### config.mk
export PLATFORM = sky130hd
export DESIGN_NAME = ram_dma
export DESIGN_NICKNAME = d
export VERILOG_FILES = /design/src/rtl/ram_dma.sv
export SDC_FILE = /design/constraint.sdc
export NUM_CORES = 1
export LEC_CHECK = 0
export BUFFER_PORTS_ARGS = -buffer_cell sky130_fd_sc_hd__buf_2
export CELL_PAD_IN_SITES_DETAIL_PLACEMENT = 0
export CELL_PAD_IN_SITES_GLOBAL_PLACEMENT = 1
export CORE_MARGIN = 4
export CORE_UTILIZATION = 36
export CTS_CLUSTER_DIAMETER = 50
export CTS_CLUSTER_SIZE = 30
export DETAILED_ROUTE_END_ITERATION = 8
export GPL_ROUTABILITY_DRIVEN = 0
export PLACE_DENSITY_LB_ADDON = 0.1
export SYNTH_ARGS = -nofsm -noshare
export SYNTH_HDL_FRONTEND = slang
export SYNTH_SLANG_ARGS = --single-unit
### constraint.sdc
create_clock -name clk -period 4.1 [get_ports clk]
set_input_delay 1.23 -clock clk [delete_from_list [all_inputs] [get_ports clk]]
set_output_delay 1.23 -clock clk [all_outputs]
set_load 0.02 [all_outputs]
### src/rtl/ram_dma.sv
// ram_dma: byte-serial RAM-to-RAM copy engine driving a single-port RAM.
// Optional feature: define RAM_DMA_FILL_EN to enable fill mode
// (fill_mode/fill_data). Without it every transfer is a copy.
//
// state    | meaning
// IDLE     | waiting for start, RAM strobes low
// RD_ISSUE | read strobe to src+i
// RD_WAIT  | RAM returns the byte, captured into the data register
// WR       | write byte to dst+i, advance i
// DONE     | one-cycle completion pulse, busy still high
module ram_dma #(
  parameter int ADDR_W = 16,
  parameter int DATA_W = 8
) (
  input  logic              clk,
  input  logic              rst_n,
  input  logic              start,
  input  logic [ADDR_W-1:0] src_addr,
  input  logic [ADDR_W-1:0] dst_addr,
  input  logic [ADDR_W-1:0] len,
  input  logic              fill_mode,
  input  logic [DATA_W-1:0] fill_data,
  output logic              busy,
  output logic              done,
  output logic              ram_cs,
  output logic              ram_we,
  output logic              ram_re,
  output logic [ADDR_W-1:0] ram_addr,
  output logic [DATA_W-1:0] ram_wdata,
  input  logic [DATA_W-1:0] ram_rdata
);

  localparam logic [2:0] IDLE     = 3'd0;
  localparam logic [2:0] RD_ISSUE = 3'd1;
  localparam logic [2:0] RD_WAIT  = 3'd2;
  localparam logic [2:0] WR       = 3'd3;
  localparam logic [2:0] DONE     = 3'd4;

  localparam logic [ADDR_W-1:0] ONE = {{(ADDR_W-1){1'b0}}, 1'b1};

  logic [2:0]        state;
  logic [ADDR_W-1:0] src_q;
  logic [ADDR_W-1:0] dst_q;
  logic [ADDR_W-1:0] len_q;
  logic [ADDR_W-1:0] idx;
  logic [ADDR_W-1:0] idx_nxt;
  logic [DATA_W-1:0] data_q;
  logic              fill_sel;
  logic              fill_q;
  logic [DATA_W-1:0] fdata_q;

  assign idx_nxt = idx + ONE;

`ifdef RAM_DMA_FILL_EN
  assign fill_sel = fill_mode;

  // Fill configuration is frozen at start for the whole transfer
  always_ff @(posedge clk) begin
    if (!rst_n) begin
      fill_q  <= 1'b0;
      fdata_q <= '0;
    end else if (state == IDLE && start) begin
      fill_q  <= fill_mode;
      fdata_q <= fill_data;
    end
  end
`else
  // Ports stay for pin compatibility; values are deliberately dropped
  logic unused_fill;
  assign unused_fill = ^{fill_mode, fill_data};
  assign fill_sel    = 1'b0;
  assign fill_q      = 1'b0;
  assign fdata_q     = '0;
`endif

  // Sequencer: latch the request, then step read/wait/write per byte
  always_ff @(posedge clk) begin
    if (!rst_n) begin
      state  <= IDLE;
      src_q  <= '0;
      dst_q  <= '0;
      len_q  <= '0;
      idx    <= '0;
      data_q <= '0;
    end else begin
      case (state)
        IDLE: begin
          if (start) begin
            src_q <= src_addr;
            dst_q <= dst_addr;
            len_q <= len;
            idx   <= '0;
            if (len == '0)
              state <= DONE;
            else if (fill_sel)
              state <= WR;
            else
              state <= RD_ISSUE;
          end
        end
        RD_ISSUE: state <= RD_WAIT;
        RD_WAIT: begin
          data_q <= ram_rdata;
          state  <= WR;
        end
        WR: begin
          idx <= idx_nxt;
          if (idx_nxt == len_q)
            state <= DONE;
          else if (fill_q)
            state <= WR;
          else
            state <= RD_ISSUE;
        end
        DONE:    state <= IDLE;
        default: state <= IDLE;
      endcase
    end
  end

  // RAM strobes and status decode straight from state; address wraps mod 2^ADDR_W
  always_comb begin
    busy      = (state != IDLE);
    done      = (state == DONE);
    ram_cs    = 1'b0;
    ram_we    = 1'b0;
    ram_re    = 1'b0;
    ram_addr  = '0;
    ram_wdata = '0;
    case (state)
      RD_ISSUE: begin
        ram_cs   = 1'b1;
        ram_re   = 1'b1;
        ram_addr = src_q + idx;
      end
      RD_WAIT: begin
        ram_cs   = 1'b1;
        ram_addr = src_q + idx;
      end
      WR: begin
        ram_cs    = 1'b1;
        ram_we    = 1'b1;
        ram_addr  = dst_q + idx;
        ram_wdata = fill_q ? fdata_q : data_q;
      end
      default: begin
        ram_cs = 1'b0;
      end
    endcase
  end

endmodule
==> results of run 1 <==
-- routing by layer --
| layer | vias up | part of all wire |
|---|---|---|
| met5 | - | 0 |
| met3 | 11 | 0.038 |
| met4 | 0 | 0.011 |
| met1 | 2182 | 0.47 |
| met2 | 82 | 0.48 |
| li1 | 2342 | - |
-- worst max-delay path: stages, from the launching register on --
cell      delay [ns]
dfxtp_2         0.31
nand3b_1        0.27
buf_6           0.20
buf_6           0.13
nand2_1         0.08
nand2_2         0.10
ha_4            0.29
o21a_1          0.13
o21ai_2         0.07
a21oi_2         0.17
a21boi_4        0.11
and4_1          0.23
or3_4           0.38
buf_6           0.14
-- cells in the final DEF (no fill, tap or decap), types with 6 or more instances in the layout --
cell type / Yosys / final
nand2_2: 0 / 12
a21oi_1: 17 / 13
clkbuf_16: 0 / 10
nand4_1: 6 / 6
nand2_1: 159 / 142
xor2_1: 9 / 8
nor3_1: 15 / 12
nor2b_1: 18 / 17
o21a_1: 7 / 7
inv_1: 15 / 11
mux2i_1: 10 / 10
buf_4: 2 / 47
nor2_1: 30 / 29
nand3_1: 12 / 10
nor4_1: 13 / 11
buf_6: 5 / 7
ha_4: 0 / 9
a31oi_1: 6 / 6
buf_2: 1 / 79
and2_1: 13 / 13
xnor2_1: 19 / 19
dfxtp_1: 75 / 74
o21ai_0: 18 / 12
a21boi_0: 48 / 48
-- area by class of cell --
class	count	area (um2)
Clock buffer	12	267
Clock inverter	4	47.5
Fill cell	1317	6460
Inverter	16	62.6
Multi-Input combinational cell	485	3300
Sequential cell	75	1500
Tap cell	172	215
Timing Repair Buffer	135	872
-- flip-flops by register name, indices dropped and copies added (netlist names) --
name,count
data_q,8
dst_q,16
idx,16
len_q,16
src_q,16
state,3
-- cells in the mapped netlist (4+ instances only) --
cell	count	share of area
a211oi_1	4	0.0064
a21boi_0	48	0.077
a21boi_1	4	0.0064
a21o_1	4	0.0064
a21oi_1	17	0.018
a31oi_1	6	0.0080
and2_1	13	0.017
buf_1	4	0.0032
buf_6	5	0.012
clkbuf_1	25	0.020
dfxtp_1	75	0.32
ha_1	16	0.043
inv_1	15	0.012
mux2i_1	10	0.021
nand2_1	159	0.13
nand3_1	12	0.013
nand4_1	6	0.0080
nor2_1	30	0.024
nor2b_1	18	0.024
nor3_1	15	0.016
nor4_1	13	0.017
o21a_1	7	0.011
o21ai_0	18	0.019
or3_1	5	0.0066
xnor2_1	19	0.035
xor2_1	9	0.017
-- how the worst max path moves through the flow --
stage                              end  slack [ns]  depth (start not counted)
final                     ram_addr[13]       -0.09                         13
after global routing      ram_addr[14]       -0.23                         14
after CTS                 ram_addr[12]       -0.13                         14
after detailed placement  ram_addr[14]       -0.02                         14
after global placement    ram_addr[14]        0.03                         14
after floorplan           ram_addr[12]        0.01                         13
-- what timing repair did --
action / 4_1_cts / 5_1_grt
gates cloned: 0 / 1
pin swaps: 13 / 27
gates resized for setup: 50 / 36
endpoints found under the hold margin: 0 / 0
buffers inserted: 14 / 9
endpoints found under the setup margin: 10 / 10
-- kinds of logic after synthesis --
kind of cell    share of synthesized area
compound gates                      0.193
mux                                0.0213
simple gates                        0.310
flops                               0.319
xor+xnor                           0.0521
fa+ha+maj                          0.0468
buf+inv                            0.0579
-- where the power goes --
group	internal, mW	total (mW)	switching [mW]
sequential	0.776	0.805	0.0290
combinational	0.171	0.417	0.247
clock	0.519	0.833	0.314
total	1.47	2.06	0.590
==> flow_summary.toml, run 1 <==
[placement]
post-place-ws_ns = -0.0181
place_inst = 860
place_area_um2 = 5390
portBuffers = 87
post-dp-hpwl_mm = 9.86

[global_routing]
grt_usage = 0.186
grt_max_degree = 51
antenna_found_initial = 0
grt_pass1_vias = 4359
use_met3 = 0.0387
globalRouteMet2Util = 0.296
overflow = 0
grt_pass1_wl_mm = 21.8
top_usage_layer = "met2"
grt_util_met1 = 0.250

[synthesis]
synth_area_um2 = 4710
yosysSeqAreaShare = 0.319
synthCells = 615
yosys_warnings = 0
synth_ff_type = "dfxtp_1"
synth_seq_cells = 75
syn_nets = 700
syn_avg_cell_area_um2 = 7.66
synth_cell_types = 62
async_flop_share = 0
synth-edff-count = 0

[worst_setup_path]
crit_path_start_kind = "flip-flop"
crit_fanout = 8
crit_path_end_kind = "output port"
reg2regPathDepth = 8
r2r_slack_ns = 1.25
worstPathArrival_ns = 2.96
startpoint = "state[2]"
critPathRequiredTime_ns = 2.87
path_class = "reg2out"
reg2reg_to = "state[0]"
r2r-start = "idx[0]"

[route]
vias = 4617
drt_iter0_markers = 218
ant_nets = 0
route.detailed.drc = 0
first_pass_iters = 5
routed_wl_mm = 13.7
routedWlPerCell_um = 15.3
vias_per_cell = 5.14

[die]
die_y_um = 122
rows = 41
core_um2 = 12700
die_w_um = 122
start_util = 0.370
dieArea_um2 = 15000
ios = 97

[final_layout]
area.growth.synth_to_final_pct = 33.0
diodes = 0
finish.instance_area_um2 = 6270
drive_gt1_frac = 0.311
fin_nets = 807
stdcell_count = 899
final_util = 0.493

[power]
leakagePower_nw = 2.57
ir_worst_vdd_mv = 0.218
power_density_nw_per_um2 = 328
total_power_mw = 2.06

[hold_path]
hold_start = "src_q[6]"
worstHoldEndpoint = "src_q[6]"
worstHoldPathType = "reg2reg"
min_path_cells = 2

[timing]
hold_ws_ns = 0.462
fin_tns_setup_ns = -0.280
worst_slew_pin_slew_ns = 0.757
layout_min_cycle_time_ns = 4.19
rsz0062_at_grt = "true"
timing.final.crit_share = 1.02
setup_slack_ns = -0.0940
clock-skew-final_ns = 0.00750
finalHoldViolCount = 0
setup_viol = 7
max_freq_mhz = 238
maxSlewViolCount = 0
slew_headroom = 0.493

[status]
status = "complete, but fails checks"
violations = "negative setup slack"

[clock_network]
htree_levels = 3
clock-sinks = 75
root_buffer = "clkbuf_16"
tritoncts = "done"
hold_buffers = 0
clk_path_buf_depth = 2
cts.clk_slew.worst_paths_ns = 0.06
insertion_delay_ns = 0.34
numCtsBuffers = 9

[job]
drv_cap = 0
(Power assumes the default switching activity.)
==> run 2, diff against run 1 <==
MAX_ROUTING_LAYER = met4   (was not set)
==> flow_summary.toml, run 2 (synthesized netlist as in run 1, its figures left out) <==
[clock_network]
numCtsBuffers = 9
htree_levels = 3
clk_path_buf_depth = 2
insertion_delay_ns = 0.34
tritoncts = "done"
cts.clk_slew.worst_paths_ns = 0.06
clock-sinks = 75
root_buffer = "clkbuf_16"

[die]
ios = 97
die_y_um = 122
rows = 41
dieArea_um2 = 15000
start_util = 0.370
die_w_um = 122
core_um2 = 12700

[power]
leakagePower_nw = 2.57
ir_worst_vdd_mv = 0.219
power_density_nw_per_um2 = 328

[global_routing]
grt_usage = 0.191
overflow = 0
grt_pass1_wl_mm = 21.8
grt_pass1_vias = 4361
antenna_found_initial = 0
grt_max_degree = 51

[final_layout]
diodes = 0
drive_gt1_frac = 0.311
fin_nets = 807
layout_common_cells = "142 x nand2_1, 79 x buf_2, 74 x dfxtp_1, 48 x a21boi_0, 47 x buf_4"
final_common_cell = "nand2_1"
final_util = 0.493
area.growth.synth_to_final_pct = 33.0

[job]
drv_cap = 0

[status]
status = "complete, but fails checks"
violations = "negative setup slack"

[hold_path]
worstHoldPathType = "reg2reg"

[timing]
layout_min_cycle_time_ns = 4.19
timing.final.crit_share = 1.02
setup_slack_ns = -0.0920
maxSlewViolCount = 0
slew_headroom = 0.485
rsz0062_at_grt = "true"
finalHoldViolCount = 0
worst_slew_pin_slew_ns = 0.769
setup_viol = 7
clock-skew-final_ns = 0.00682
max_freq_mhz = 239

[placement]
post-dp-hpwl_mm = 9.86
post-place-ws_ns = -0.0181
portBuffers = 87

[worst_setup_path]
crit_path_end_kind = "output port"
critPathRequiredTime_ns = 2.87
crit_fanout = 8
worstPathArrival_ns = 2.96
crit_path_start_kind = "flip-flop"
path_class = "reg2out"

[route]
first_pass_iters = 4
routedWlPerCell_um = 15.3
vias = 4613
drt_iter0_markers = 223
ant_nets = 0
routed_wl_mm = 13.7
route.detailed.drc = 0
vias_per_cell = 5.13
## run 2: worst max-delay path: stages, from the launching register on
cell and delay, ns:
dfxtp_2 0.31, nand3b_1 0.27, buf_6 0.20, buf_6 0.13
nand2_1 0.08, nand2_2 0.10, ha_4 0.29, o21a_1 0.13
o21ai_2 0.07, a21oi_2 0.17, a21boi_4 0.10, and4_1 0.23
or3_4 0.38, buf_6 0.14
## run 2: worst paths after layout
kind            start            to  slack [ns]  depth (start not counted)
min          src_q[9]      src_q[9]        0.46                          2
max reg2reg    idx[0]      state[0]        1.22                          8
max          state[2]  ram_addr[13]       -0.09                         13
min reg2reg  src_q[9]      src_q[9]        0.46                          2
## run 2: layout make-up
class	instances	area, um2
well taps	172	215
flip-flops and latches	75	1500
multi-input cells	485	3300
repair buffers	135	872
clock buffers	12	267
fillers	1317	6460
clock inverters	4	47.5
inverters	16	62.6
## run 2: repair_timing
item / CTS / global route
setup endpoints to repair: 10 / 10
hold buffers: 0 / 0
cloned: 0 / 1
setup buffers: 14 / 9
pin swaps: 13 / 27
resized for setup: 50 / 36
## run 2: power breakdown
part / switching, mW / total (mW) / internal, mW
logic: 0.247 / 0.418 / 0.171
clock network: 0.314 / 0.833 / 0.519
registers: 0.0287 / 0.805 / 0.776
## run 2: layer usage
metal	up-vias	track usage	wire length, um
li1	2336	-	-
met1	2169	0.251	6460
met2	98	0.297	6600
met3	10	0.0350	508
met4	0	0.0658	151
met5	-	-	0
## run 2: per-stage QoR
stage / power (mW) / hold slack, ns / TNS (ns) / instances / instance area [um2]
CTS: 2.06 / 0.464 / -0.560 / 890 / 6050
detailed placement: 1.20 / 0.447 / -0.0181 / 860 / 5390
global placement: 1.19 / 0.453 / 0 / 860 / 5390
global route: 2.16 / 0.485 / -1.61 / 899 / 6270
finish: 2.06 / 0.462 / -0.261 / 899 / 6270
floorplan: 1.07 / 0.435 / 0 / 615 / 4760
